===== src/rtl/sw_debounce_events.sv =====
// sw_debounce_events: debounces the 16 switch levels from the SPI expander client,
// publishes the clean state and one-cycle press pulses, and queues per-switch
// events in a first-word-fall-through FIFO with a valid/ready handshake.
// Optional feature macro: SW_EVT_RELEASE_EN (release events are queued as well as presses).
module sw_debounce_events #(
    parameter logic [15:0] TICK_DIV     = 16'd50000,
    parameter logic [3:0]  STABLE_TICKS = 4'd8,
    parameter int          FIFO_AW      = 3
) (
    input  logic        CLK,
    input  logic        RST,
    input  logic [15:0] IO16_SW,
    output logic [15:0] SW_STATE,
    output logic [15:0] SW_PRESS,
    output logic        EVT_VALID,
    output logic [4:0]  EVT_DATA,
    input  logic        EVT_READY,
    output logic        EVT_OVERFLOW,
    input  logic        OVF_CLR
);

    localparam int          DEPTH     = 1 << FIFO_AW;
    localparam logic [3:0]  DC_LAST   = STABLE_TICKS - 4'd1;
    localparam logic [15:0] TICK_LAST = TICK_DIV - 16'd1;

    logic [15:0]        sync_meta;
    logic [15:0]        sync;
    logic [15:0]        presc;
    logic               tick;
    logic [3:0]         dc [16];
    logic [15:0]        flip;
    logic [15:0]        evt_flip;
    logic [15:0]        pend;
    logic [15:0]        pend_next;
    logic [15:0]        take_vec;
    logic               take_vld;
    logic [3:0]         take_idx;
    logic               push;
    logic               pop;
    logic [4:0]         push_data;
    logic               ovf_set;
    logic [4:0]         mem [DEPTH];
    logic [FIFO_AW:0]   wptr;
    logic [FIFO_AW:0]   rptr;
    logic [FIFO_AW:0]   count;
    logic               full;
    logic               empty;

    // Two-flop synchroniser on the raw switch levels.
    always_ff @(posedge CLK or posedge RST) begin
        if (RST) begin
            sync_meta <= '0;
            sync      <= '0;
        end else begin
            sync_meta <= IO16_SW;
            sync      <= sync_meta;
        end
    end

    assign tick = (presc == TICK_LAST);

    // Sample-tick prescaler, wrapping at the terminal count.
    always_ff @(posedge CLK or posedge RST) begin
        if (RST) begin
            presc <= '0;
        end else if (tick) begin
            presc <= '0;
        end else begin
            presc <= presc + 16'd1;
        end
    end

    // Per-bit count of consecutive ticks on which the input disagrees with the clean state.
    always_ff @(posedge CLK or posedge RST) begin
        if (RST) begin
            for (int i = 0; i < 16; i++) dc[i] <= '0;
        end else begin
            for (int i = 0; i < 16; i++) begin
                if (sync[i] == SW_STATE[i]) begin
                    dc[i] <= '0;
                end else if (tick) begin
                    dc[i] <= (dc[i] == DC_LAST) ? 4'd0 : dc[i] + 4'd1;
                end
            end
        end
    end

    // A bit flips on the tick that completes its run of stable disagreement.
    always_comb begin
        flip = '0;
        for (int i = 0; i < 16; i++) begin
            flip[i] = (sync[i] != SW_STATE[i]) && tick && (dc[i] == DC_LAST);
        end
    end

`ifdef SW_EVT_RELEASE_EN
    assign evt_flip = flip;
`else
    // Releases only change the clean state; they never reach the event path.
    assign evt_flip = flip & ~SW_STATE;
`endif

    // Clean state and press pulses, both registered with the flip.
    always_ff @(posedge CLK or posedge RST) begin
        if (RST) begin
            SW_STATE <= '0;
            SW_PRESS <= '0;
        end else begin
            SW_STATE <= SW_STATE ^ flip;
            SW_PRESS <= flip & ~SW_STATE;
        end
    end

    // Lowest-index pending bit is the enqueue candidate.
    always_comb begin
        take_vld = 1'b0;
        take_idx = 4'd0;
        for (int i = 15; i >= 0; i--) begin
            if (pend[i]) begin
                take_vld = 1'b1;
                take_idx = i[3:0];
            end
        end
    end

    // A flip landing on the bit being taken cancels it: the pair of changes nets to nothing.
    assign take_vec  = (take_vld && !full) ? (16'd1 << take_idx) : 16'd0;
    assign push      = take_vld && !full && !evt_flip[take_idx];
    assign pend_next = (evt_flip & ~pend) | (~evt_flip & pend & ~take_vec);
    assign ovf_set   = |(evt_flip & pend);

`ifdef SW_EVT_RELEASE_EN
    assign push_data = {SW_STATE[take_idx], take_idx};
`else
    assign push_data = {1'b1, take_idx};
`endif

    // Pending-event vector.
    always_ff @(posedge CLK or posedge RST) begin
        if (RST) begin
            pend <= '0;
        end else begin
            pend <= pend_next;
        end
    end

    // Sticky overflow flag; a new loss wins over a clear in the same cycle.
    always_ff @(posedge CLK or posedge RST) begin
        if (RST) begin
            EVT_OVERFLOW <= 1'b0;
        end else if (ovf_set) begin
            EVT_OVERFLOW <= 1'b1;
        end else if (OVF_CLR) begin
            EVT_OVERFLOW <= 1'b0;
        end
    end

    // Fullness is judged at the start of the cycle, so a same-cycle pop never frees room for a push.
    assign count = wptr - rptr;
    assign full  = (count == (FIFO_AW + 1)'(DEPTH));
    assign empty = (wptr == rptr);
    assign pop   = !empty && EVT_READY;

    // FIFO storage; contents are data only and need no reset.
    always_ff @(posedge CLK) begin
        if (push) begin
            mem[wptr[FIFO_AW-1:0]] <= push_data;
        end
    end

    // FIFO read and write pointers.
    always_ff @(posedge CLK or posedge RST) begin
        if (RST) begin
            wptr <= '0;
            rptr <= '0;
        end else begin
            if (push) wptr <= wptr + 1'b1;
            if (pop)  rptr <= rptr + 1'b1;
        end
    end

    assign EVT_VALID = !empty;
    assign EVT_DATA  = empty ? 5'd0 : mem[rptr[FIFO_AW-1:0]];

endmodule

===== config.mk =====
export PLATFORM = sky130hd
export DESIGN_NAME = sw_debounce_events
export DESIGN_NICKNAME = d
export VERILOG_FILES = /design/src/rtl/sw_debounce_events.sv
export SDC_FILE = /design/constraint.sdc
export NUM_CORES = 1
export LEC_CHECK = 0
export BUFFER_PORTS_ARGS = -buffer_cell sky130_fd_sc_hd__clkbuf_2
export CORE_MARGIN = 2
export CORE_UTILIZATION = 35
export DETAILED_ROUTE_END_ITERATION = 12
export MAX_ROUTING_LAYER = met4
export PLACE_DENSITY = 0.5
export SYNTH_ARGS = -nofsm -noshare
export SYNTH_HDL_FRONTEND = slang
export SYNTH_SLANG_ARGS = --single-unit

===== constraint.sdc =====
create_clock -name CLK -period 11.4 [get_ports CLK]
set_clock_uncertainty 0.2 [all_clocks]
set_input_delay 1.71 -clock CLK [delete_from_list [all_inputs] [get_ports CLK]]
set_output_delay 1.71 -clock CLK [all_outputs]
set_load 0.02 [all_outputs]

==> impl_metrics.py, run 1 <==
metrics = {
    "pwr": {
        "leakagePower_nw": 4.55,
        "p_per_area_nw_per_um2": 146,
        "ir_worst_vdd_uv": 87.4,
        "fin_total_pwr_mw": 1.50,
    },
    "placed_design": {
        "gp_congestion": 0.844,
        "place_hpwl_mm": 13.0,
        "dpl.cell_count": 1167,
        "io_buffers": 58,
    },
    "clock_network": {
        "clk_pin_slew_ns": 0.06,
        "htree_levels": 1,
        "postCtsSetupRepairBufs": 0,
        "cts_sinks": 201,
        "cts_tree": "yes",
        "postCtsResizedCells": 0,
        "hold_buffers": 0,
        "clock-root-buffer": "clkbuf_16",
        "clockBufferDepth": 3,
        "cts_buffers": 23,
        "clkLatencyLatePin_ns": 0.52,
    },
    "status": {
        "status": "complete, no violations",
    },
    "sta": {
        "tightest_slew_ns": 0.868,
        "rsz0062_at_grt": "no",
        "fin_crit_sh_pct": 39.7,
        "period_needed_ns": 4.53,
        "holdWs_ns": 0.146,
        "max_slew_margin_pct": 41.6,
        "drv_slew": 0,
        "finalSetupViolations": 0,
        "fin_setup_tns_ns": 0,
        "hold_violations": 0,
        "fmax_mhz": 221,
    },
    "synth": {
        "yosysMostFrequentCell": "dfrtp_1",
        "avgSynthCellArea_um2": 11.1,
        "synth.top_cell.area_share_pct": 47.6,
        "synth_area_leaders": "dfrtp_1 (48%), edfxtp_1 (11%), ha_1 (5.4%)",
        "async_flop_share_pct": 84.1,
        "synth_top_cell_by_area": "dfrtp_1",
        "synth_commonest_cells": "dfrtp_1 (169), nand2_1 (88), nor2_1 (79), inv_1 (56), a21oi_1 (53)",
        "synth_seq_cells": 201,
        "synth-xor-area-share_pct": 5.23,
        "muxShareOfSynthArea_pct": 4.40,
        "yosysSeqAreaShare_pct": 58.5,
        "yosys_warnings": 0,
        "syn_inst": 800,
        "synth-compound-area-share_pct": 7.86,
        "synth.distinct_cells": 54,
        "syn_area_um2": 8880,
        "synth_top_family_by_area": "simple AND/OR/NAND/NOR gates",
        "synth_nets": 858,
        "ys.flop_type": "dfrtp_1",
        "yosys.area_share.simple_pct": 15.0,
        "synth_edf_count": 32,
        "synth_adder_area_share_pct": 5.36,
    },
    "setup_path": {
        "crit_buf_inv": 1,
        "worstReg2RegStart": "presc[0]",
        "critPathLaunchType": "flip-flop",
        "worstSetupPathType": "reg -> reg",
        "cp_slowest_stage_delay_ns": 0.70,
        "end_kind": "flip-flop",
        "crit_chain": "ha_1 > and3_1 > nand3_2 > buf_4 > nor4_1 > ha_1 > mux2_2 > a21oi_1 > o211ai_1 > a21o_1 > nor4_1",
        "crit_start": "presc[0]",
        "worstPathArrival_ns": 4.45,
        "cp_top_family": "simple AND/OR/NAND/NOR gates",
        "slowest_stage": "nor4_1",
        "path_max_fanout": 73,
        "crit_required_ns": 11.32,
    },
    "floorplanning": {
        "initial_utilization_pct": 35.5,
        "die_width_um": 163,
        "core_area_um2": 25000,
        "ios": 59,
        "rows": 58,
        "die_h_um": 163,
        "die_area_um2": 26700,
    },
    "final_layout": {
        "n_antenna_cell": 0,
        "drive_gt1_share_pct": 14.7,
        "instances_no_fill": 1209,
        "syn_to_final_growth_pct": 15.8,
        "ff_latch_area_um2": 5190,
        "multi_input_area_um2": 3370,
        "nFillCells": 2423,
        "fin_nets": 920,
        "final_util_pct": 41.0,
    },
    "global_routing": {
        "grt_pass1_vias": 5832,
        "grt_pass1_wl_mm": 30.9,
        "grt_usage_pct": 14.9,
        "antenna_found_initial": 0,
        "grt_overflow": 0,
        "grt_max_degree": 74,
    },
    "route": {
        "drt_first_pass_iters": 4,
        "drc": 0,
        "drt_iter0_drc": 393,
        "vias_per_cell": 4.90,
        "routed_wl_mm": 19.0,
        "vias": 5928,
        "final_antenna_net_count": 0,
        "wl_per_cell_um": 15.7,
    },
    "flow_run": {
        "cap_violations": 0,
    },
    "hold_path": {
        "min-delay-start": "sync_meta[7]",
        "min_path_type": "reg -> reg",
    },
}
## where the power goes
group	internal, mW	switching (mW)
sequential	0.733	0.00212
combinational	0.00468	0.0170
clock	0.460	0.286
total	1.20	0.305
## cells in the final DEF (no fill, tap or decap), types with 3 or more instances in the layout
cell       count
a21oi_1       53
a22oi_1        4
and3_1         8
buf_4          4
bufinv_16      3
clkbuf_1       6
clkbuf_16     23
clkbuf_2      58
clkbuf_8       3
clkinv_2       5
dfrtp_1      169
edfxtp_1      32
ha_1          38
inv_1         55
mux2_2        12
mux2i_1        6
mux4_2         8
nand2_1       88
nand2b_1       4
nand3_1       30
nor2_1        79
nor2b_1        5
nor3_1        18
nor4_1        26
o211ai_1       7
o21ai_0       28
or4_1         16
xnor2_1       25
xor2_1        28
## per-stage QoR
stage | setup slack (ns) | cell area, um^2
floorplan | 4.91 | 8880
global placement | 7.05 | 9510
detailed placement | 6.88 | 9510
CTS | 6.85 | 10300
global route | 6.47 | 10300
finish | 6.87 | 10300
## cell families (layout without fill, tap and decap cells)
logic type | Yosys count | after routing
multiplexers | 27 | 27
flip-flops | 201 | 201
buffers and inverters | 81 | 160
AO/OA/AOI/OAI | 115 | 115
XOR/XNOR | 53 | 53
AND/OR/NAND/NOR | 285 | 285
adder cells (fa/ha/maj) | 38 | 38
## final timing paths
| kind | end | slack (ns) | depth (start not counted) |
|---|---|---|---|
| worst min register to register | sync[7] | 0.15 | 0 |
| min in group asynchronous | sync_meta[2] | 1.01 | 2 |
| worst max-delay path | mem[1][2] | 6.87 | 11 |
| worst max register to register | mem[1][2] | 6.87 | 11 |
| worst min-delay path | sync[7] | 0.15 | 0 |
| max in group asynchronous | SW_STATE[8] | 8.08 | 4 |
## final cells by class
class	count	share of cell area (%)
sequential	201	50.5
multi-input combinational	518	32.8
clock inverter	10	1.28
clock buffer	32	6.22
tap	330	4.02
inverter	56	2.09
timing repair buffer	62	3.12
## state kept, by name, indices dropped and copies added (netlist names)
register / cells
presc: 16
SW_STATE: 16
SW_PRESS: 16
rptr: 4
pend: 16
dc: 64
EVT_OVERFLOW: 1
sync_meta: 16
mem: 32
wptr: 4
sync: 16
## per-layer routing
metal,global-route usage [%],up-vias,wire (um)
met2,22.7,125,8570
met1,20.7,2854,9220
met5,-,-,0
met4,4.22,0,469
li1,-,2914,-
met3,2.54,35,752
Note: power is estimated with default switching activity, not from simulation.
==> run 2: changes to the inputs <==
--- a/config.mk
+++ b/config.mk
@@ -10,7 +10,7 @@
 export CORE_UTILIZATION = 35
 export DETAILED_ROUTE_END_ITERATION = 12
 export MAX_ROUTING_LAYER = met4
-export PLACE_DENSITY = 0.5
+export PLACE_DENSITY = 0.52
 export SYNTH_ARGS = -nofsm -noshare
 export SYNTH_HDL_FRONTEND = slang
 export SYNTH_SLANG_ARGS = --single-unit
==> constraint.sdc (replaced) <==
create_clock -name CLK -period 3.6 [get_ports CLK]
set_clock_uncertainty 0.2 [all_clocks]
set_input_delay 0.54 -clock CLK [delete_from_list [all_inputs] [get_ports CLK]]
set_output_delay 0.54 -clock CLK [all_outputs]
set_load 0.02 [all_outputs]
==> run 2 against run 1 <==
Against the previous run:
- the run now ends with hold timing left
- register-to-register slack got worse by 6.6 ns
- combinational power rose to 4.3 times the previous value
- global-route usage up 0.25 points
- cell area up 7.4%
- clock-buffer cell count stayed put
- critical path type unchanged
- highest routed layer unchanged
==> impl_metrics.py, run 2 (same netlist as run 1, synthesis figures left out) <==
metrics = {
    "setup_path": {
        "rr_worst_depth": 16,
        "worstReg2RegStart": "presc[13]",
        "rrSetupSlack_ns": 0.23,
        "path_max_fanout": 9,
        "worstReg2RegEnd": "mem[2][2]",
        "critPathLaunchType": "flip-flop",
        "crit_required_ns": 3.66,
        "worstPathArrival_ns": 3.44,
        "worstSetupPathType": "reg -> reg",
        "end_kind": "flip-flop",
    },
    "route": {
        "final_antenna_net_count": 0,
        "routed_wl_mm": 19.3,
        "drt_first_pass_iters": 7,
        "vias": 6235,
        "wl_per_cell_um": 15.1,
        "vias_per_cell": 4.87,
        "drc": 0,
        "drt_iter0_drc": 299,
    },
    "sta": {
        "fin_crit_sh_pct": 93.7,
        "hold_violations": 9,
        "finalSetupViolations": 0,
        "period_needed_ns": 3.37,
        "holdWs_ns": -0.00984,
        "max_slew_margin_pct": 44.2,
        "rsz0062_at_grt": "no",
        "tightest_slew_ns": 0.835,
        "fmax_mhz": 296,
        "drv_slew": 0,
    },
    "global_routing": {
        "grt_pass1_wl_mm": 31.5,
        "grt_usage_pct": 15.2,
        "grt_max_degree": 49,
        "grt_pass1_vias": 6057,
        "antenna_found_initial": 0,
        "grt_overflow": 0,
    },
    "floorplanning": {
        "die_area_um2": 26700,
        "ios": 59,
        "die_h_um": 163,
        "core_area_um2": 25000,
        "initial_utilization_pct": 35.5,
        "die_width_um": 163,
        "rows": 58,
    },
    "final_layout": {
        "multi_input_area_um2": 3460,
        "mostFrequentLayoutCells": "dfrtp_1 (169), nand2_1 (88), nor2_1 (79), clkbuf_2 (58), inv_1 (55)",
        "layout_commonest_cell": "dfrtp_1",
        "nFillCells": 2375,
        "drive_gt1_share_pct": 20.8,
        "stdcell_area_um2": 11000,
        "top_register": "dc",
        "syn_to_final_growth_pct": 24.3,
        "fin_nets": 993,
        "n_antenna_cell": 0,
        "instances_no_fill": 1281,
        "ff_latch_area_um2": 5190,
        "largest_reg_flops": 64,
    },
    "placed_design": {
        "io_buffers": 58,
        "place_hpwl_mm": 13.6,
        "gp_congestion": 0.817,
        "placement.cell_area_um2": 9960,
        "dpl.cell_count": 1219,
    },
    "pwr": {
        "ir_worst_vdd_uv": 344,
        "p_per_area_nw_per_um2": 424,
        "fin_total_pwr_mw": 4.68,
        "leakagePower_nw": 4.95,
    },
    "clock_network": {
        "clockBufferDepth": 3,
        "cts_tree": "yes",
        "clkLatencyLatePin_ns": 0.50,
        "clk_pin_slew_ns": 0.06,
        "htree_levels": 1,
        "cts_sinks": 201,
        "clock-root-buffer": "clkbuf_16",
        "cts_buffers": 23,
    },
    "status": {
        "status": "finished, violations left",
        "violations": "hold timing",
    },
    "hold_path": {
        "min_path_type": "in -> async",
    },
    "flow_run": {
        "cap_violations": 0,
    },
}
-- run 2: through the flow --
stage	setup TNS, ns	setup WS, ns	utilization, %
6_report	0	0.226	44.1
4_1_cts	0	0.0859	43.4
3_5_place_dp	0	0.0992	39.8
3_3_place_gp	0	0.118	39.8
5_1_grt	0	0.00678	44.1
2_1_floorplan	-3.91	-0.163	-
-- run 2: worst max path at each step --
stage	depth (start not counted)	to	slack (ns)	startpoint
after detailed placement	15	mem[2][2]	0.1	presc[13]
after floorplan	14	mem[1][0]	-0.16	presc[0]
after CTS	15	mem[2][2]	0.09	presc[13]
final	16	mem[2][2]	0.23	presc[13]
after global routing	14	mem[3][2]	0.007	presc[0]
after global placement	16	mem[2][1]	0.12	presc[13]
-- run 2: what timing repair did --
action	in CTS	in global routing
endpoints found under the hold margin	16	0
hold buffers	16	0
endpoints found under the setup margin	0	29
buffers inserted	0	3
resized for setup	0	16
-- run 2: metal layers --
metal,vias to the layer above,track usage [%],part of all wire [%]
met5,-,-,0
met3,34,2.34,3.5
met2,92,24.1,47
met1,3056,20.7,48
li1,3053,-,-
met4,0,3.34,2.2
-- run 2: final cells by class --
class	instances	share of cell area, %
Sequential cell	201	47.0
Inverter	56	1.94
Clock buffer	32	5.79
Multi-Input combinational cell	518	31.4
Clock inverter	9	0.850
Tap cell	330	3.74
Timing Repair Buffer	135	9.26
-- run 2: critical path, stage by stage, from the launching register on --
cell	delay (ns)
dfrtp_1	0.40
nor2_1	0.11
nand3_1	0.09
nor4_1	0.18
buf_4	0.17
nand3_4	0.10
buf_12	0.16
clkbuf_16	0.15
nor4_1	0.38
ha_1	0.25
mux2_2	0.17
nand3_1	0.08
o211ai_1	0.15
a21o_1	0.20
buf_12	0.13
nor4_1	0.05
buf_4	0.16
-- run 2: where the power goes --
part | internal, mW | switching [mW]
Clock | 1.38 | 0.879
Combinational | 0.0341 | 0.0591
Sequential | 2.32 | 0.00620
Total | 3.73 | 0.945
